--- src/rtl/switch_debounce_sync.sv ---
// switch_debounce_sync: synchronises raw slide-switch levels to the board
// clock and debounces every channel independently for the gate demos.
//
// Ports:
//   I_P_CLK     in   1     board clock, all logic on the rising edge
//   I_P_RST_N   in   1     synchronous active-low reset
//   I_P_SW      in   N_CH  raw asynchronous switch levels
//   O_P_DB      out  N_CH  debounced levels to the gate inputs
//   O_P_LED_SW  out  N_CH  LED mirror of O_P_DB
//   O_P_STABLE  out  1     high when no channel has a pending change
//   O_P_RISE    out  N_CH  one-cycle pulse after a db 0->1 change (*)
//   O_P_FALL    out  N_CH  one-cycle pulse after a db 1->0 change (*)
//   (*) present only when SWITCH_DEBOUNCE_EDGE_PULSE_EN is defined.

module switch_debounce_sync #(
    parameter int N_CH            = 2,
    parameter int SYNC_STAGES     = 2,
    parameter int DEBOUNCE_CYCLES = 1000000
) (
    input  logic            I_P_CLK,
    input  logic            I_P_RST_N,
    input  logic [N_CH-1:0] I_P_SW,
    output logic [N_CH-1:0] O_P_DB,
    output logic [N_CH-1:0] O_P_LED_SW,
`ifdef SWITCH_DEBOUNCE_EDGE_PULSE_EN
    output logic [N_CH-1:0] O_P_RISE,
    output logic [N_CH-1:0] O_P_FALL,
`endif
    output logic            O_P_STABLE
);

    localparam int CNT_W = $clog2(DEBOUNCE_CYCLES + 1);

    localparam logic [CNT_W-1:0] CNT_LAST = CNT_W'(DEBOUNCE_CYCLES - 1);
    localparam logic [CNT_W-1:0] CNT_ONE  = CNT_W'(1);

    // A one-cycle qualification window accepts on the first differing
    // cycle, so the pending state is never entered.
    localparam bit SKIP_PEND = (DEBOUNCE_CYCLES == 1);

    typedef enum logic {
        ST_IDLE = 1'b0,
        ST_PEND = 1'b1
    } state_t;

    logic [N_CH-1:0] w_sync;
    logic [N_CH-1:0] w_db;
    logic [N_CH-1:0] w_pend;

    for (genvar g = 0; g < N_CH; g++) begin : g_ch

        logic [SYNC_STAGES-1:0] r_sync;
        state_t                 r_state;
        state_t                 w_state_nxt;
        logic [CNT_W-1:0]       r_cnt;
        logic [CNT_W-1:0]       w_cnt_nxt;
        logic                   r_db;
        logic                   w_db_nxt;
        logic                   w_diff;

        // Metastability chain; only the last stage feeds the FSM.
        always_ff @(posedge I_P_CLK) begin
            if (!I_P_RST_N) begin
                r_sync <= '0;
            end else begin
                r_sync <= {r_sync[SYNC_STAGES-2:0], I_P_SW[g]};
            end
        end

        assign w_sync[g] = r_sync[SYNC_STAGES-1];
        assign w_diff    = w_sync[g] ^ r_db;

        always_ff @(posedge I_P_CLK) begin
            if (!I_P_RST_N) begin
                r_state <= ST_IDLE;
                r_cnt   <= '0;
                r_db    <= 1'b0;
            end else begin
                r_state <= w_state_nxt;
                r_cnt   <= w_cnt_nxt;
                r_db    <= w_db_nxt;
            end
        end

        always_comb begin
            w_state_nxt = r_state;
            w_cnt_nxt   = r_cnt;
            w_db_nxt    = r_db;
            case (r_state)
                ST_IDLE: begin
                    if (w_diff) begin
                        if (SKIP_PEND) begin
                            w_db_nxt = w_sync[g];
                        end else begin
                            w_state_nxt = ST_PEND;
                            w_cnt_nxt   = CNT_ONE;
                        end
                    end
                end
                ST_PEND: begin
                    if (!w_diff) begin
                        // Input fell back before qualifying.
                        w_state_nxt = ST_IDLE;
                        w_cnt_nxt   = '0;
                    end else if (r_cnt == CNT_LAST) begin
                        w_state_nxt = ST_IDLE;
                        w_cnt_nxt   = '0;
                        w_db_nxt    = w_sync[g];
                    end else begin
                        w_cnt_nxt = r_cnt + CNT_ONE;
                    end
                end
                default: begin
                    w_state_nxt = ST_IDLE;
                    w_cnt_nxt   = '0;
                end
            endcase
        end

        assign w_db[g]   = r_db;
        assign w_pend[g] = (r_state == ST_PEND);

    end

    assign O_P_DB     = w_db;
    assign O_P_LED_SW = w_db;
    assign O_P_STABLE = ~|w_pend;

`ifdef SWITCH_DEBOUNCE_EDGE_PULSE_EN
    logic [N_CH-1:0] r_db_prev;
    logic [N_CH-1:0] r_rise;
    logic [N_CH-1:0] r_fall;

    // Reset clears db and its delayed copy together, so a reset that
    // drops db never looks like a falling edge.
    always_ff @(posedge I_P_CLK) begin
        if (!I_P_RST_N) begin
            r_db_prev <= '0;
            r_rise    <= '0;
            r_fall    <= '0;
        end else begin
            r_db_prev <= w_db;
            r_rise    <= w_db & ~r_db_prev;
            r_fall    <= ~w_db & r_db_prev;
        end
    end

    assign O_P_RISE = r_rise;
    assign O_P_FALL = r_fall;
`endif

endmodule
--- config.mk ---
export PLATFORM = sky130hd
export DESIGN_NAME = switch_debounce_sync
export DESIGN_NICKNAME = d
export VERILOG_FILES = /design/src/rtl/switch_debounce_sync.sv
export SDC_FILE = /design/constraint.sdc
export NUM_CORES = 1
export LEC_CHECK = 0
export CORE_MARGIN = 3
export CORE_UTILIZATION = 35
export CTS_BUF_LIST = sky130_fd_sc_hd__clkbuf_4 sky130_fd_sc_hd__clkbuf_8 sky130_fd_sc_hd__clkbuf_16
export CTS_CLUSTER_SIZE = 20
export DETAILED_ROUTE_END_ITERATION = 16
export SETUP_SLACK_MARGIN = 0.05
export SYNTH_ARGS = -nofsm -noshare
export SYNTH_HDL_FRONTEND = slang
export SYNTH_SLANG_ARGS = --single-unit
--- constraint.sdc ---
create_clock -name I_P_CLK -period 2.8 [get_ports I_P_CLK]
set_input_delay 0.56 -clock I_P_CLK [delete_from_list [all_inputs] [get_ports I_P_CLK]]
set_output_delay 0.56 -clock I_P_CLK [all_outputs]
set_load 0.01 [all_outputs]
Word-level counts from Yosys, hierarchy flattened
Index checks and enable logic that the tools add are counted.

word-level totals
  register bits = 48
  latch bits = 0
  bits in writable memories = 0
  memory bits (read-only) = 0
  bits of input ports = 4
  output and inout port bits = 5
  memories = 0

cells by class
  add/subtract/negate cells = 2
  $mul = 0
  divide/modulo/power cells = 0
  order comparisons = 0
  eq/ne operators = 4
  shift operators = 0
  muxes and demuxes = 16
  bitwise operators = 4
  reduce and logical (&&, ||, !) cells = 4

operators by type and width
  cell                                            number
  two-way mux 20 bit                              6
  case mux 20 bit (2 select lines)                2
  adder 20 x 1 -> 20 bit (second input constant)  2
  == test 20 bit (second input constant)          2
  two-way mux 1 bit                               6
  AND reduction 3 bit                             2
  inequality test 2 bit (second input constant)   2
  case mux 1 bit (2 select lines)                 2
  NOT 1 bit                                       2
  OR reduction 2 bit                              1
  XOR 1 bit                                       2
  zero test 1 bit                                 1

Logic depth before layout (Yosys ltp)
  word-level depth = 4
  gate-level depth with buffers = 9
  gate-level depth less buffers = 6

Least setup slack after synthesis
Ideal clock, no wire load.

  kind = reg-to-reg
  start = register g_ch[1].r_cnt[0]
  end = register g_ch[1].r_cnt[18]
  setup time = 120 ps
  data arrival time = 1878 ps
  path slack = 802 ps
  cell stages (with the launch flop) = 10
  buffers on the path = 3
  period minus slack after synthesis = 1998 ps
  cell sequence = dfxtp_1 ha_1 nand3_1 or2_2 buf_2 o31a_1 buf_6 buf_6 a32oi_1 nand2_1

on the way
  cells in the longest elaborated chain, start to end = 4

RTL lines
  element                                                   line      source
  start, declared                                           55        logic [CNT_W-1:0] r_cnt;
  start signal, assigned                                    80        r_cnt <= w_cnt_nxt;
  adder 20 x 1 -> 20 bit or == test 20 bit (tied branches)  110, 105
  two-way mux 20 bit (*)                                    105       end else if (r_cnt == CNT_LAST) begin
  two-way mux 20 bit (*)                                    101       if (!w_diff) begin
  case mux 20 bit (2 select lines) (*)                      89        case (r_state)

Mark *: on every way between the ends. The rest lies on a longest branch, timed or not.
A chain may end at the register's enable or synchronous reset.

Worst setup path after layout
Same ends and word-level chain as after synthesis.

==> insert_results.sql <==
INSERT INTO impl_metrics (metric_group, metric, value, unit) VALUES
('outcome', 'outcome', 'complete, no violations', ''),
('clocking', 'post_cts_resized', '0', ''),
('synthesis', 'synth.top_cell.area_share', '40.25', '%'),
('setup_path', 'worstSetupStartpointType', 'flop', ''),
('synthesis', 'cell_area_after_technology_mapping', '0.002387', 'mm^2'),
('global_routing', 'grt_overflow_total', '0', ''),
('clocking', 'cts_made_buffers', '5', ''),
('synthesis', 'mappedNetlistNets', '299', ''),
('global_routing', 'initial_antenna_violation_count', '0', ''),
('floorplan', 'die_width', '88.59', 'um'),
('synthesis', 'proportion_of_synthesized_area_in_mux_cells', '0.8910', '%'),
('timing', 'report.final.hold_viol_count', '0', ''),
('timing', 'tightest_slew', '0.7525', 'ns'),
('timing', 'fin_worst_hold_slack', '0.4408', 'ns'),
('detailed_routing', 'detailed_route_iter0_violations', '123', ''),
('setup_path', 'cp_cell_sequence', 'ha_1, nand3_1, or2_2, o31a_1, buf_4, a32oi_1, nand2_1', ''),
('clocking', 'post_cts_buffers', '0', ''),
('finish', 'syn2layout_area_growth', '9.539', '%'),
('clocking', 'ctsRootBufferMaster', 'clkbuf_8', ''),
('floorplan', 'placement_rows', '29', ''),
('detailed_routing', 'detail_route.first_pass.iterations', '4', ''),
('timing', 'period_needed', '2.204', 'ns'),
('hold_path', 'worstHoldPathType', 'reg2reg', ''),
('detailed_routing', 'totalWireLength', '5198', 'um'),
('synthesis', 'yosys_register_bits', '48', ''),
('setup_path', 'critical_path.max_stage_delay', '0.46', 'ns'),
('setup_path', 'timing_worst_setup_path_type', 'reg2reg', ''),
('setup_path', 'timing.critical_path.fanout_max', '13', ''),
('floorplan', 'coreArea', '0.006495', 'mm^2'),
('synthesis', 'post_synth_inst_count', '293', ''),
('pwr', 'total_power', '0.001176', 'W'),
('synthesis', 'async_reset_ff_share', '0', '%'),
('timing', 'grt_setup_unrepaired', 'no', ''),
('synthesis', 'avgSynthCellArea', '8.148', 'um^2'),
('place', 'io_buffers', '8', ''),
('timing', 'maxSlewHeadroom', '49.37', '%'),
('setup_path', 'crit_path_top_delay_cell', 'o31a_1', ''),
('synthesis', 'synth_area_leaders', 'dfxtp_1, nand2_1, nand3_1', ''),
('timing', 'setup_total_negative_slack', '0', 'ns'),
('detailed_routing', 'remaining_drc_errors', '0', ''),
('finish', 'final_nets', '305', ''),
('synthesis', 'synth_edf_count', '0', ''),
('place', 'place.gp.congestion', '0.7807', ''),
('synthesis', 'combinational_family_with_the_most_area_after_synthesis', 'simple AND/OR/NAND/NOR gates', ''),
('detailed_routing', 'num_vias', '2136', ''),
('clocking', 'htree_levels', '2', ''),
('setup_path', 'worstPathArrival', '2.40', 'ns'),
('timing', 'period_share', '78.71', '%'),
('detailed_routing', 'avgViaCountPerCell', '5.666', ''),
('finish', 'leading_cell_type_in_the_layout_fill_and_taps_excluded', 'dfxtp_1', ''),
('clocking', 'cts_tree', 'done', ''),
('pwr', 'power-per-cell-area', '449.7', 'mW/mm^2'),
('global_routing', 'first_global_vias', '1974', ''),
('synthesis', 'synth_flop_cell', 'dfxtp_1', ''),
('synthesis', 'synth_area_leader_cell', 'dfxtp_1', ''),
('synthesis', 'yosysUniqueCellTypes', '48', ''),
('timing', 'finClkSkew', '0.004439', 'ns'),
('finish', 'layout.cells.most_common_list', 'dfxtp_1, nand2_1, nand3_1', ''),
('finish', 'drive_above_1_share', '7.333', '%'),
('synthesis', 'synth_compound_gate_area_share', '21.17', '%'),
('floorplan', 'pin_count', '9', ''),
('timing', 'max_freq', '453.7', 'MHz'),
('floorplan', 'starting_utilization_of_the_core_area', '36.76', '%'),
('timing', 'final-max-slew-violation-count', '0', ''),
('clocking', 'worstSkewPairLatency', '0.29', 'ns'),
('detailed_routing', 'drt-wirelength-per-cell', '13.79', 'um'),
('floorplan', 'die_height', '88.59', 'um'),
('global_routing', 'grt_start_max_net_pins', '24', ''),
('synthesis', 'yosys.area_share.adder', '1.048', '%'),
('timing', 'timing.final.setup_violations', '0', ''),
('clocking', 'cts-root-to-sink-buffers', '2', '');
==> critical path, delay by kind of cell (launching register included) <==
family	cells	cell delay, ns
buf+inv	1	0.24
simple gates	3	0.64
flops	1	0.40
fa+ha+maj	1	0.20
compound gates	2	0.63
==> registers in the layout, indices dropped and copies added (netlist names) <==
signal        count
g_ch.r_cnt       40
g_ch.r_db         2
g_ch.r_state      2
g_ch.r_sync       4
==> final timing paths <==
| kind | to | slack [ns] | start | cells after the start |
|---|---|---|---|---|
| setup / recovery | g_ch[1].r_cnt[18] | 0.60 | g_ch[1].r_cnt[0] | 7 |
| hold reg to reg | g_ch[1].r_sync[1] | 0.44 | g_ch[1].r_sync[0] | 1 |
| hold / removal | g_ch[1].r_sync[1] | 0.44 | g_ch[1].r_sync[0] | 1 |
| setup reg to reg | g_ch[1].r_cnt[18] | 0.60 | g_ch[1].r_cnt[0] | 7 |
==> final cells by class <==
class	instances	area, um^2
Clock buffer	8	97.59
Multi-Input combinational cell	224	1316
Tap cell	77	96.34
Sequential cell	48	960.9
Fill cell	664	3880
Inverter	7	26.28
Timing Repair Buffer	13	117.6
==> power by group <==
part	leakage [nW]	internal (W)	switching, W
Clock	0.0523	0.000221	0.000221
Sequential	0.388	0.000687	0.00000486
Combinational	0.420	0.0000160	0.0000257
Total	0.860	0.000924	0.000252
==> kinds of logic (layout without fill, tap and decap cells) <==
kind of cell,after synthesis,after routing
XOR/XNOR,7,7
multiplexers,2,2
AND/OR/NAND/NOR,133,133
flip-flops,48,48
AO/OA/AOI/OAI,80,80
adder cells (fa/ha/maj),2,2
buffers and inverters,21,28
==> stage by stage <==
step	cell area [um^2]	worst slack, ns	util, %	std cells
floorplan	2387	0.8025	-	293
global placement	2517	0.5430	38.76	369
detailed placement	2517	0.4680	38.76	369
CTS	2615	0.5869	40.26	377
global route	2615	0.4475	40.26	377
finish	2615	0.5961	40.26	377
==> synthesized netlist by cell type (4+ instances only) <==
cell type  instances
dfxtp_1           48
nand2_1           36
nand3_1           24
a21oi_1           21
a31oi_1           19
o21ai_0           16
nor2_1            13
and2_1             8
and3_1             8
nand4_1            8
nor3_1             8
clkbuf_1           7
inv_1              7
xor2_1             7
a41oi_1            5
nor2b_1            5
o211ai_1           5
buf_4              4
==> per-layer routing <==
layer | up-vias | global-route usage, % | wire, um | share of wire (%)
li1 | 1105 | - | - | -
met1 | 990 | 20.32 | 2674 | 51
met2 | 35 | 22.57 | 2249 | 43
met3 | 6 | 2.886 | 210 | 4.0
met4 | 0 | 4.396 | 64 | 1.2
met5 | - | 0 | 0 | 0
(Power assumes the default switching activity.)
